$ cat config.mk
export PLATFORM = sky130hd
export DESIGN_NAME = sar_adc_scan
export DESIGN_NICKNAME = d
export VERILOG_FILES = /design/src/rtl/sar_adc_scan.sv
export SDC_FILE = /design/constraint.sdc
export NUM_CORES = 1
export LEC_CHECK = 0
export ABC_AREA = 1
export ABC_CLOCK_PERIOD_IN_PS = 1400
export CAP_MARGIN = 20
export CORE_MARGIN = 5
export CORE_UTILIZATION = 51
export DETAILED_ROUTE_END_ITERATION = 16
export GPL_ROUTABILITY_DRIVEN = 0
export PLACE_DENSITY = 0.85
export SLEW_MARGIN = 20
export SYNTH_ARGS = -nofsm -noshare
export SYNTH_HDL_FRONTEND = slang
export SYNTH_SLANG_ARGS = --single-unit
$ cat constraint.sdc
create_clock -name CLK -period 1.4 [get_ports CLK]
set_input_delay 0.14 -clock CLK [delete_from_list [all_inputs] [get_ports CLK]]
set_output_delay 0.14 -clock CLK [all_outputs]
set_load 0.05 [all_outputs]
$ cat src/rtl/sar_adc_scan.sv
// Multi-channel successive-approximation ADC sequencer: scans a masked channel set,
// drives mux select and DAC trial codes, and keeps per-channel results readable at any time.
`timescale 1ns/1ps
module sar_adc_scan #(
    parameter int WIDTH    = 8,
    parameter int CHANNELS = 4,
    parameter int SETTLE   = 2,
    localparam int CHW     = (CHANNELS > 1) ? $clog2(CHANNELS) : 1
) (
    input  logic                CLK,
    input  logic                Reset,
    input  logic                start,
    input  logic                continuous,
    input  logic [CHANNELS-1:0] chMask,
    input  logic                gtRef,
    output logic [WIDTH-1:0]    dacCode,
    output logic [CHW-1:0]      chSel,
    output logic                busy,
    output logic                done,
    input  logic [CHW-1:0]      rdAddr,
    output logic [WIDTH-1:0]    rdData,
    output logic                rdValid
);

    localparam int CW = (SETTLE > 1) ? $clog2(SETTLE) : 1;
    localparam int BW = $clog2(WIDTH);
    localparam logic [CW-1:0] CNT_LAST = CW'(SETTLE - 1);
    localparam logic [BW-1:0] BIT_MSB  = BW'(WIDTH - 1);

    typedef enum logic [2:0] {S_IDLE, S_MUX, S_TRIAL, S_STORE, S_DONE} state_t;

    state_t                state_reg, state_next;
    logic [CHANNELS-1:0]   mask_reg, mask_next;
    logic [CHW-1:0]        chsel_reg, chsel_next;
    logic [WIDTH-1:0]      acc_reg, acc_next;
    logic [BW-1:0]         bit_reg, bit_next;
    logic [CW-1:0]         cnt_reg, cnt_next;
    logic [CHANNELS-1:0]   above;
    logic [WIDTH-1:0]      result_reg [CHANNELS];
    logic                  valid_reg  [CHANNELS];

    function automatic logic [CHW-1:0] lowest(input logic [CHANNELS-1:0] m);
        lowest = '0;
        for (int i = CHANNELS - 1; i >= 0; i--) begin
            if (m[i]) lowest = CHW'(i);
        end
    endfunction

    // Enabled channels strictly above the one currently being converted.
    genvar gi;
    generate
        for (gi = 0; gi < CHANNELS; gi++) begin : g_above
            assign above[gi] = mask_reg[gi] && (chsel_reg < CHW'(gi));
        end
    endgenerate

    always_ff @(posedge CLK or negedge Reset) begin
        if (!Reset) begin
            state_reg <= S_IDLE;
            mask_reg  <= '0;
            chsel_reg <= '0;
            acc_reg   <= '0;
            bit_reg   <= '0;
            cnt_reg   <= '0;
        end else begin
            state_reg <= state_next;
            mask_reg  <= mask_next;
            chsel_reg <= chsel_next;
            acc_reg   <= acc_next;
            bit_reg   <= bit_next;
            cnt_reg   <= cnt_next;
        end
    end

    always_comb begin
        state_next = state_reg;
        mask_next  = mask_reg;
        chsel_next = chsel_reg;
        acc_next   = acc_reg;
        bit_next   = bit_reg;
        cnt_next   = cnt_reg;
        case (state_reg)
            S_IDLE: begin
                if (start && (chMask != '0)) begin
                    mask_next  = chMask;
                    chsel_next = lowest(chMask);
                    cnt_next   = '0;
                    state_next = S_MUX;
                end
            end
            S_MUX: begin
                acc_next = '0;
                if (cnt_reg == CNT_LAST) begin
                    cnt_next   = '0;
                    bit_next   = BIT_MSB;
                    state_next = S_TRIAL;
                end else begin
                    cnt_next = cnt_reg + 1'b1;
                end
            end
            S_TRIAL: begin
                // Comparator is sampled only at the end of the settle window.
                if (cnt_reg == CNT_LAST) begin
                    cnt_next          = '0;
                    acc_next[bit_reg] = gtRef;
                    if (bit_reg == '0) state_next = S_STORE;
                    else               bit_next   = bit_reg - 1'b1;
                end else begin
                    cnt_next = cnt_reg + 1'b1;
                end
            end
            S_STORE: begin
                if (above != '0) begin
                    chsel_next = lowest(above);
                    cnt_next   = '0;
                    state_next = S_MUX;
                end else begin
                    state_next = S_DONE;
                end
            end
            S_DONE: begin
                if (continuous && (chMask != '0)) begin
                    mask_next  = chMask;
                    chsel_next = lowest(chMask);
                    cnt_next   = '0;
                    state_next = S_MUX;
                end else begin
                    state_next = S_IDLE;
                end
            end
            default: state_next = S_IDLE;
        endcase
    end

    generate
        for (gi = 0; gi < CHANNELS; gi++) begin : g_result
            always_ff @(posedge CLK or negedge Reset) begin
                if (!Reset) begin
                    result_reg[gi] <= '0;
                    valid_reg[gi]  <= 1'b0;
                end else if ((state_reg == S_STORE) && (chsel_reg == CHW'(gi))) begin
                    result_reg[gi] <= acc_reg;
                    valid_reg[gi]  <= 1'b1;
                end
            end
        end
    endgenerate

    // Addresses beyond the last channel match no entry and read as zero.
    always_comb begin
        rdData  = '0;
        rdValid = 1'b0;
        for (int i = 0; i < CHANNELS; i++) begin
            if (rdAddr == CHW'(i)) begin
                rdData  = result_reg[i];
                rdValid = valid_reg[i];
            end
        end
    end

    assign dacCode = (state_reg == S_TRIAL) ? (acc_reg | (WIDTH'(1) << bit_reg)) : '0;
    assign chSel   = chsel_reg;
    assign busy    = (state_reg != S_IDLE);
    assign done    = (state_reg == S_DONE);

endmodule

Word level (Yosys, flattened, before mapping)
Index checks and enable logic that the tools add are counted. W data, S select, Z words.

Register bits after elaboration: 57. Input port bits: 11. Output and inout port bits: 21. Logic and storage cells: 115.

$add $sub $neg: 2. Magnitude comparators: 6. Equal/unequal tests: 17. Shift operators: 1. Muxes and demuxes: 45. Bitwise operators: 1. Reductions and logical operators: 29.

Operator list (count): $mux W8 (6); $mux W3 (8); $mux W2 (11); $pmux W8 S2 (1); $reduce_and A4 Y1 (4); $pmux W3 S5 (1); $ne A2 B2 Y1 const B (6); $reduce_bool A4 Y1 (3); $logic_and A1 B1 Y1 (11); $mux W1 (10); $bwmux W8 (1); $eq A2 B2 Y1 const B (4); $mux W4 (2); $or A8 B8 Y8 (1); $pmux W4 S2 (1); $shl A1 B3 Y8 const A (1); $eq A3 B2 Y1 const B (2); $logic_not A3 Y1 (2); $pmux W2 S3 (1); $pmux W3 S2 (1); $reduce_bool A3 Y1 (2); $eq A2 B1 Y1 const B (2); $logic_not A2 Y1 (2); $lt A2 B1 Y1 const B (2); 14 further kinds (16).

Longest topological paths before layout
Gate-level depths: netlist of the first run.

Depth in word-level cells: 8. Mapped depth: 9. Mapped depth without buffers: 9.

Least setup slack after synthesis of the first run
No wires, ideal clock.

Kind: register to output. Start point: reg bit_reg[0]. End point: out dacCode[0]. Data arrival time: 1.693 ns. Required time: 1.260 ns. Path slack: -0.433 ns. Stages on the path, launching flop included: 5. Path buffers: 0. Path through: dfrtp_1 -> inv_1 -> ha_1 -> nand2_1 -> a21oi_1.

Word-level cells in the longest chain between the ends: 3.

RTL lines: start, declared (RTL line 36) `logic [BW-1:0] bit_reg, bit_next;`; start signal, assigned (RTL line 70) `bit_reg <= bit_next;`; $shl A1 B3 Y8 (RTL line 161) `assign dacCode = (state_reg == S_TRIAL) ? (acc_reg | (WIDTH'(1) << bit_reg)) : '0;`; $or A8 B8 Y8 (RTL line 161); $mux W8 (RTL line 161); end, declared (RTL line 16) `output logic [WIDTH-1:0] dacCode,`.

No other way between the ends.

Final worst setup path of the first run
Start point: reg bit_reg[1]. End point: out dacCode[0].

Same word-level chain as after synthesis.

==> results of run 1 <==
[worst reg2reg max path, delay by kind of cell, from the launching register on]
kind	cells	cell delay, ns
buffers and inverters	2	0.42
DFF	1	0.47
AOI/OAI and AO/OA	2	0.22
and+or+nand+nor	4	0.42
[Yosys cell counts]
library cell and count:
o21ai_0 14, nand3b_1 1, nor2_1 17, o21ai_1 23, nand3_4 3, nor2_4 1
nand2_1 106, a21oi_1 10, dfrtp_1 56, o21ai_2 25, nand4_1 9, nand2_2 6
buf_2 2, nand2_4 2, clkinv_1 2, buf_6 5, clkbuf_1 1, inv_2 4
o21ai_4 1, xnor2_1 1, nor2_2 5, inv_1 32, nor2_8 1, nand3_1 17
nor3_1 8, nand3_2 2, ha_1 5
[power by group]
group / internal, uW / switching [uW]
sequential: 2310 / 718
combinational: 3470 / 4770
clock: 715 / 538
total: 6500 / 6020
[through the flow]
| step | hold slack, ns | utilization |
|---|---|---|
| 3_5_place_dp | 0.161 | 0.652 |
| 5_1_grt | 0.381 | 0.824 |
| 6_report | 0.328 | 0.824 |
| 4_1_cts | 0.353 | 0.714 |
| 3_3_place_gp | 0.158 | 0.652 |
| 2_1_floorplan | -0.156 | - |
[what timing repair did]
action	in CTS	in global routing
buffers inserted	6	16
gates resized for setup	38	103
gates cloned	2	7
endpoints found under the hold margin	56	0
hold buffers	1	0
endpoints found under the setup margin	27	61
pin swaps	15	25
[layout make-up]
type                            count  share of cell area
Timing Repair Buffer               86               0.222
Clock buffer                        6              0.0151
Clock inverter                      2              0.0125
Tap cell                           75              0.0196
Sequential cell                    56               0.294
Multi-Input combinational cell    264               0.406
Inverter                           38              0.0313
[final timing paths]
path / startpoint / to / slack (ns) / cells past startpoint
max reg2reg: state_reg[0]$_DFFE_PN0P_ / bit_reg[1]$_DFFE_PN0P_ / -0.23 / 8
min: Reset / result_reg[1]$_DFFE_PN0P_ / 0.33 / 3
min reg2reg: cnt_reg$_DFFE_PN0P_ / cnt_reg$_DFFE_PN0P_ / 0.49 / 2
max in group asynchronous: Reset / state_reg[2]$_DFFE_PN0P_ / 0.78 / 3
min in group CLK: chMask[1] / mask_reg[1]$_DFFE_PN0P_ / 0.42 / 3
max: bit_reg[1]$_DFFE_PN0P_ / dacCode[0] / -0.27 / 5
[layer usage]
| metal | track usage | up-vias | part of all wire |
|---|---|---|---|
| li1 | - | 1381 | - |
| met1 | 0.270 | 1555 | 0.36 |
| met2 | 0.416 | 205 | 0.52 |
| met3 | 0.0409 | 53 | 0.064 |
| met4 | 0.129 | 0 | 0.049 |
| met5 | 0 | - | 0 |
[cell families after synthesis]
logic type                 Yosys count  share of synthesized area
xor gates and xnor gates             1                    0.00292
buffers and inverters               46                     0.0709
AOI/OAI and AO/OA                   73                      0.157
DFF                                 56                      0.467
and+or+nand+nor                    178                      0.282
adders and majority gates            5                     0.0208
[placed cells by master, fill, tap and decap left out, types with 7 or more instances in the layout]
master,Yosys,final
o21ai_2,25,35
dfrtp_1,56,51
buf_6,5,13
buf_12,0,24
o21ai_1,23,18
nand3_1,17,17
nand3_4,3,7
nor2_4,1,11
clkdlybuf4s50_1,0,7
nand4_1,9,9
nand2_1,106,74
a21oi_4,0,8
o21ai_0,14,9
nand2_4,2,10
buf_4,0,35
nand2_2,6,28
nor3_1,8,8
inv_1,32,30
==> metrics.txt, run 1 <==
# TYPE chip_impl_metric gauge
chip_impl_info{name="worst_setup_path_start_kind",value="flop"} 1
chip_impl_metric{name="sequential_cell_area",unit="um2"} 1410
chip_impl_metric{name="grt_remaining_overflow",unit=""} 0
chip_impl_metric{name="peakVddDrop",unit="V"} 0.00157
chip_impl_info{name="tritoncts",value="done"} 1
chip_impl_metric{name="fin_total_pwr",unit="uW"} 12500
chip_impl_metric{name="critPathRequiredTime",unit="ns"} 1.26
chip_impl_metric{name="power_leakage",unit="uW"} 0.00205
chip_impl_metric{name="placeableCoreArea",unit="um2"} 5820
chip_impl_metric{name="timing.setup.tns",unit="ns"} -9.82
chip_impl_metric{name="routed-via-count",unit=""} 3194
chip_impl_metric{name="routed_via_density",unit=""} 6.06
chip_impl_metric{name="number_of_flip_flops_under_the_largest_register_name",unit=""} 32
chip_impl_metric{name="drt-initial-drc-count",unit=""} 278
chip_impl_info{name="clock_tree.root_cell",value="clkbuf_8"} 1
chip_impl_metric{name="synth.yosys.seq_area_share",unit=""} 0.467
chip_impl_info{name="path_class",value="reg2out"} 1
chip_impl_metric{name="fin_area",unit="um2"} 4790
chip_impl_metric{name="cap_violations",unit=""} 0
chip_impl_metric{name="clock_tree.htree_level_count",unit=""} 2
chip_impl_metric{name="finalMaxSlewViolations",unit=""} 0
chip_impl_metric{name="rows",unit=""} 28
chip_impl_metric{name="grt_first_pass_wirelength",unit="mm"} 13.9
chip_impl_metric{name="critical_path_peak_fanout",unit=""} 4
chip_impl_metric{name="critical_path_arrival",unit="ns"} 1.53
chip_impl_metric{name="final-hold-violation-count",unit=""} 0
chip_impl_info{name="yosysTopAreaCell",value="dfrtp_1"} 1
chip_impl_info{name="min_delay_worst_type",value="in2async"} 1
chip_impl_metric{name="post-route-worst-setup-slack",unit="ns"} -0.265
chip_impl_metric{name="maxSlewHeadroom",unit=""} 0.604
chip_impl_metric{name="syn_inst",unit=""} 359
chip_impl_metric{name="yosys.area.top_type_share",unit=""} 0.467
chip_impl_metric{name="yosysWarningCount",unit=""} 0
chip_impl_metric{name="final.fill_count",unit=""} 289
chip_impl_metric{name="fin_worst_skew",unit="ns"} 0.00892
chip_impl_metric{name="antenna_found_initial",unit=""} 0
chip_impl_metric{name="io_buffers",unit=""} 31
chip_impl_metric{name="timing.critical_path.slowest_cell_delay",unit="ns"} 0.43
chip_impl_metric{name="grt_max_degree",unit=""} 57
chip_impl_metric{name="synth_nets",unit=""} 375
chip_impl_metric{name="gr-usage-all-layers",unit=""} 0.236
chip_impl_metric{name="post-route-period-util",unit=""} 1.19
chip_impl_metric{name="die_height",unit="um"} 86.7
chip_impl_info{name="failed_checks",value="negative setup slack"} 1
chip_impl_metric{name="die-area",unit="um2"} 7520
chip_impl_metric{name="cts.path.max_buffers",unit=""} 2
chip_impl_metric{name="clkTransAtPathRegs",unit="ns"} 0.10
chip_impl_metric{name="layout-drive-gt1-share",unit=""} 0.478
chip_impl_metric{name="ys_ff_latch",unit=""} 56
chip_impl_metric{name="post_layout_nonfiller_instances",unit=""} 527
chip_impl_metric{name="first_global_vias",unit=""} 2957
chip_impl_info{name="synth_top_cells_by_area",value="dfrtp_1 (47%), nand2_1 (13%), o21ai_2 (7.3%)"} 1
chip_impl_metric{name="mappedNetlistArea",unit="um2"} 3000
chip_impl_metric{name="post_detailed_route_drc_marker_count",unit=""} 0
chip_impl_metric{name="dpl-instance-area",unit="um2"} 3790
chip_impl_metric{name="avgRoutedWirePerCell",unit="um"} 20.4
chip_impl_metric{name="cts_buffers",unit=""} 5
chip_impl_metric{name="pre_cts_slack",unit="ns"} -0.153
chip_impl_info{name="worst_path_cell_chain",value="inv_2, ha_4, nand2_2, a21oi_4, buf_12"} 1
chip_impl_metric{name="drt_wl_total",unit="mm"} 10.7
chip_impl_info{name="critical_path.top_delay_family",value="flip-flops"} 1
chip_impl_metric{name="clkSinkCount",unit=""} 56
chip_impl_metric{name="fmax",unit="MHz"} 601
chip_impl_metric{name="worst_pin_slew",unit="ns"} 0.593
chip_impl_metric{name="area_growth_syn_to_layout",unit="%"} 59.7
chip_impl_metric{name="dieWidth",unit="um"} 86.7
chip_impl_metric{name="detailed_place_hpwl",unit="mm"} 5.04
chip_impl_metric{name="initial_core_util",unit=""} 0.516
chip_impl_metric{name="timing.final.setup_violations",unit=""} 62
chip_impl_metric{name="multi_input_gate_area",unit="um2"} 1940
chip_impl_metric{name="clock_latency",unit="ns"} 0.31
chip_impl_info{name="endpoint_kind",value="output port"} 1
chip_impl_metric{name="yosysUniqueCellTypes",unit=""} 27
chip_impl_metric{name="antenna_left",unit=""} 0
chip_impl_info{name="setup_repair_after_global_routing_missed_its_margin",value="true"} 1
chip_impl_metric{name="post-route-min-period",unit="ns"} 1.67
chip_impl_metric{name="nets",unit=""} 467
chip_impl_metric{name="pin_count",unit=""} 32
chip_impl_metric{name="n_antenna_cell",unit=""} 0
chip_impl_info{name="status",value="finished with violations"} 1
chip_impl_metric{name="first_pass_iters",unit=""} 5
chip_impl_metric{name="placed_cells",unit=""} 487
chip_impl_info{name="crit_path_top_delay_cell",value="dfrtp_1"} 1
chip_impl_metric{name="p_per_area",unit="nW/um2"} 2610
chip_impl_metric{name="syn-mean-instance-area",unit="um2"} 8.36
chip_impl_metric{name="worstPathBufferInverterCount",unit=""} 2
Power figures use the tool's default switching activity.
==> inputs of run 2 (changes only) <==
- ABC_CLOCK_PERIOD_IN_PS: 1400 -> 1670
- CAP_MARGIN: 20 -> not set
- CORE_UTILIZATION: 51 -> 56
- PLACE_DENSITY: 0.85 -> 0.88
- clock period: 1.4 -> 1.67 ns (I/O delays scaled with it)
==> metrics.txt, run 2 (synthesis results as in run 1) <==
# TYPE chip_impl_metric gauge
chip_impl_info{name="failed_checks",value="negative setup slack"} 1
chip_impl_metric{name="critPathRequiredTime",unit="ns"} 1.50
chip_impl_metric{name="routed_via_density",unit=""} 5.43
chip_impl_metric{name="sequential_cell_area",unit="um2"} 1400
chip_impl_metric{name="post-route-min-period",unit="ns"} 1.67
chip_impl_metric{name="initial_core_util",unit=""} 0.580
chip_impl_info{name="endpoint_kind",value="output port"} 1
chip_impl_metric{name="peakVddDrop",unit="V"} 0.00140
chip_impl_metric{name="timing.final.setup_violations",unit=""} 1
chip_impl_metric{name="dieWidth",unit="um"} 83.2
chip_impl_metric{name="post_detailed_route_drc_marker_count",unit=""} 0
chip_impl_metric{name="final-hold-violation-count",unit=""} 0
chip_impl_info{name="crit-reg2reg-launch",value="state_reg[2]$_DFFE_PN0P_"} 1
chip_impl_metric{name="grt_first_pass_wirelength",unit="mm"} 11.7
chip_impl_metric{name="routed-via-count",unit=""} 2607
chip_impl_metric{name="first_global_vias",unit=""} 2601
chip_impl_metric{name="antenna_left",unit=""} 0
chip_impl_info{name="crit_path_top_delay_cell",value="dfrtp_1"} 1
chip_impl_metric{name="critical_path_arrival",unit="ns"} 1.51
chip_impl_metric{name="hold_slack",unit="ns"} 0.374
chip_impl_metric{name="fin_total_pwr",unit="uW"} 7740
chip_impl_metric{name="final.fill_count",unit=""} 330
chip_impl_info{name="tritoncts",value="done"} 1
chip_impl_metric{name="grt_max_degree",unit=""} 57
chip_impl_metric{name="worstRegToRegCells",unit=""} 6
chip_impl_metric{name="nets",unit=""} 425
chip_impl_info{name="min_delay_worst_type",value="in2async"} 1
chip_impl_metric{name="timing.setup.tns",unit="ns"} -0.00419
chip_impl_metric{name="timing.critical_path.slowest_cell_delay",unit="ns"} 0.42
chip_impl_metric{name="rows",unit=""} 26
chip_impl_info{name="path_class",value="reg2out"} 1
chip_impl_metric{name="power_leakage",unit="uW"} 0.00171
chip_impl_metric{name="multi_input_gate_area",unit="um2"} 1500
chip_impl_info{name="final_common_cell",value="nand2_1"} 1
chip_impl_metric{name="p_per_area",unit="nW/um2"} 1990
chip_impl_metric{name="placeableCoreArea",unit="um2"} 5170
chip_impl_metric{name="area_growth_syn_to_layout",unit="%"} 29.5
chip_impl_metric{name="die-area",unit="um2"} 6920
chip_impl_metric{name="first_pass_iters",unit=""} 4
chip_impl_info{name="most-common-layout-cells",value="nand2_1 (106), dfrtp_1 (55), inv_1 (29)"} 1
chip_impl_info{name="timing.rr.end",value="result_reg[3]$_DFFE_PN0P_"} 1
chip_impl_metric{name="post-route-period-util",unit=""} 1.00
chip_impl_metric{name="worst_pin_slew",unit="ns"} 0.305
chip_impl_info{name="worst_setup_path_start_kind",value="flop"} 1
chip_impl_info{name="status",value="finished with violations"} 1
chip_impl_metric{name="gr-usage-all-layers",unit=""} 0.202
chip_impl_metric{name="cts_buffers",unit=""} 5
chip_impl_metric{name="detailed_place_hpwl",unit="mm"} 4.72
chip_impl_metric{name="n_antenna_cell",unit=""} 0
chip_impl_metric{name="finalMaxSlewViolations",unit=""} 0
chip_impl_metric{name="clkTransAtPathRegs",unit="ns"} 0.10
chip_impl_metric{name="cts.path.max_buffers",unit=""} 2
chip_impl_metric{name="post-route-worst-setup-slack",unit="ns"} -0.00419
chip_impl_info{name="setup_repair_after_global_routing_missed_its_margin",value="true"} 1
chip_impl_metric{name="number_of_flip_flops_under_the_largest_register_name",unit=""} 32
chip_impl_metric{name="maxSlewHeadroom",unit=""} 0.796
chip_impl_metric{name="clkSinkCount",unit=""} 56
chip_impl_metric{name="grt_remaining_overflow",unit=""} 0
chip_impl_metric{name="antenna_found_initial",unit=""} 0
chip_impl_metric{name="pin_count",unit=""} 32
chip_impl_metric{name="timing.reg2reg.setup_slack",unit="ns"} 0.10
chip_impl_info{name="clock_tree.root_cell",value="clkbuf_8"} 1
chip_impl_metric{name="fmax",unit="MHz"} 597
chip_impl_info{name="worst_path_cell_chain",value="buf_4, ha_2, a21oi_2, nor2_4, buf_12"} 1
chip_impl_metric{name="layout-drive-gt1-share",unit=""} 0.302
chip_impl_metric{name="cap_violations",unit=""} 0
chip_impl_metric{name="io_buffers",unit=""} 31
chip_impl_metric{name="die_height",unit="um"} 83.2
chip_impl_metric{name="clock_tree.htree_level_count",unit=""} 2
chip_impl_metric{name="clock_latency",unit="ns"} 0.31
chip_impl_metric{name="drt-initial-drc-count",unit=""} 191
chip_impl_metric{name="drt_wl_total",unit="mm"} 6.65
chip_impl_metric{name="avgRoutedWirePerCell",unit="um"} 13.8
chip_impl_metric{name="critical_path_peak_fanout",unit=""} 6
chip_impl_metric{name="fin_worst_skew",unit="ns"} 0.00973
==> run 2: worst max-delay path by stage <==
stage | startpoint | endpoint | depth (start not counted) | slack [ns]
2_1_floorplan | state_reg[2]$_DFFE_PN0P_ | dacCode[1] | 4 | -0.04
6_report | bit_reg[1]$_DFFE_PN0P_ | dacCode[3] | 5 | -0.004
3_5_place_dp | rdAddr[1] | rdData[3] | 6 | 0.08
5_1_grt | bit_reg[1]$_DFFE_PN0P_ | dacCode[0] | 5 | -0.06
3_3_place_gp | rdAddr[1] | rdValid | 7 | 0.11
4_1_cts | bit_reg[0]$_DFFE_PN0P_ | dacCode[3] | 5 | -0.02
==> run 2: repair_timing <==
| item | 4_1_cts | 5_1_grt |
|---|---|---|
| buffers inserted | 2 | 0 |
| setup endpoints to repair | 8 | 18 |
| hold buffers | 1 | 0 |
| resized for setup | 13 | 24 |
| pin swaps | 2 | 5 |
| hold endpoints to repair | 56 | 0 |
==> run 2: cell type report <==
type / instances / share of cell area
multi-input combinational: 257 / 0.386
clock inverter: 1 / 0.00193
tap: 70 / 0.0225
inverter: 38 / 0.0377
sequential: 56 / 0.361
timing repair buffer: 51 / 0.168
clock buffer: 7 / 0.0222
==> run 2: metal layers <==
metal	wire length, um	global-route usage
met1	2890	0.261
met2	3360	0.331
met3	305	0.0426
met4	94	0.0817
met5	0	0
==> run 2: critical path: cells and delay by family, from the launching register on <==
| family | cells | cell delay (ns) |
|---|---|---|
| adders and majority gates | 1 | 0.20 |
| buffers and inverters | 2 | 0.31 |
| DFF | 1 | 0.42 |
| and+or+nand+nor | 1 | 0.06 |
| AOI/OAI and AO/OA | 1 | 0.21 |
==> run 2: per-stage QoR <==
| stage | std cells | util | instance area, um2 | setup WS, ns |
|---|---|---|---|---|
| final | 480 | 0.751 | 3890 | -0.00419 |
| after global routing | 480 | 0.751 | 3890 | -0.0567 |
| after CTS | 480 | 0.733 | 3790 | -0.0175 |
| after floorplan | 359 | - | 3010 | -0.0398 |
| after detailed placement | 469 | 0.705 | 3650 | 0.0795 |
| after global placement | 469 | 0.705 | 3650 | 0.109 |
==> run 2: report_power, final <==
part	leakage (uW)	internal [uW]	switching, uW
sequential	0.000715	1930	425
clock	0.0000445	338	422
combinational	0.000952	1770	2850
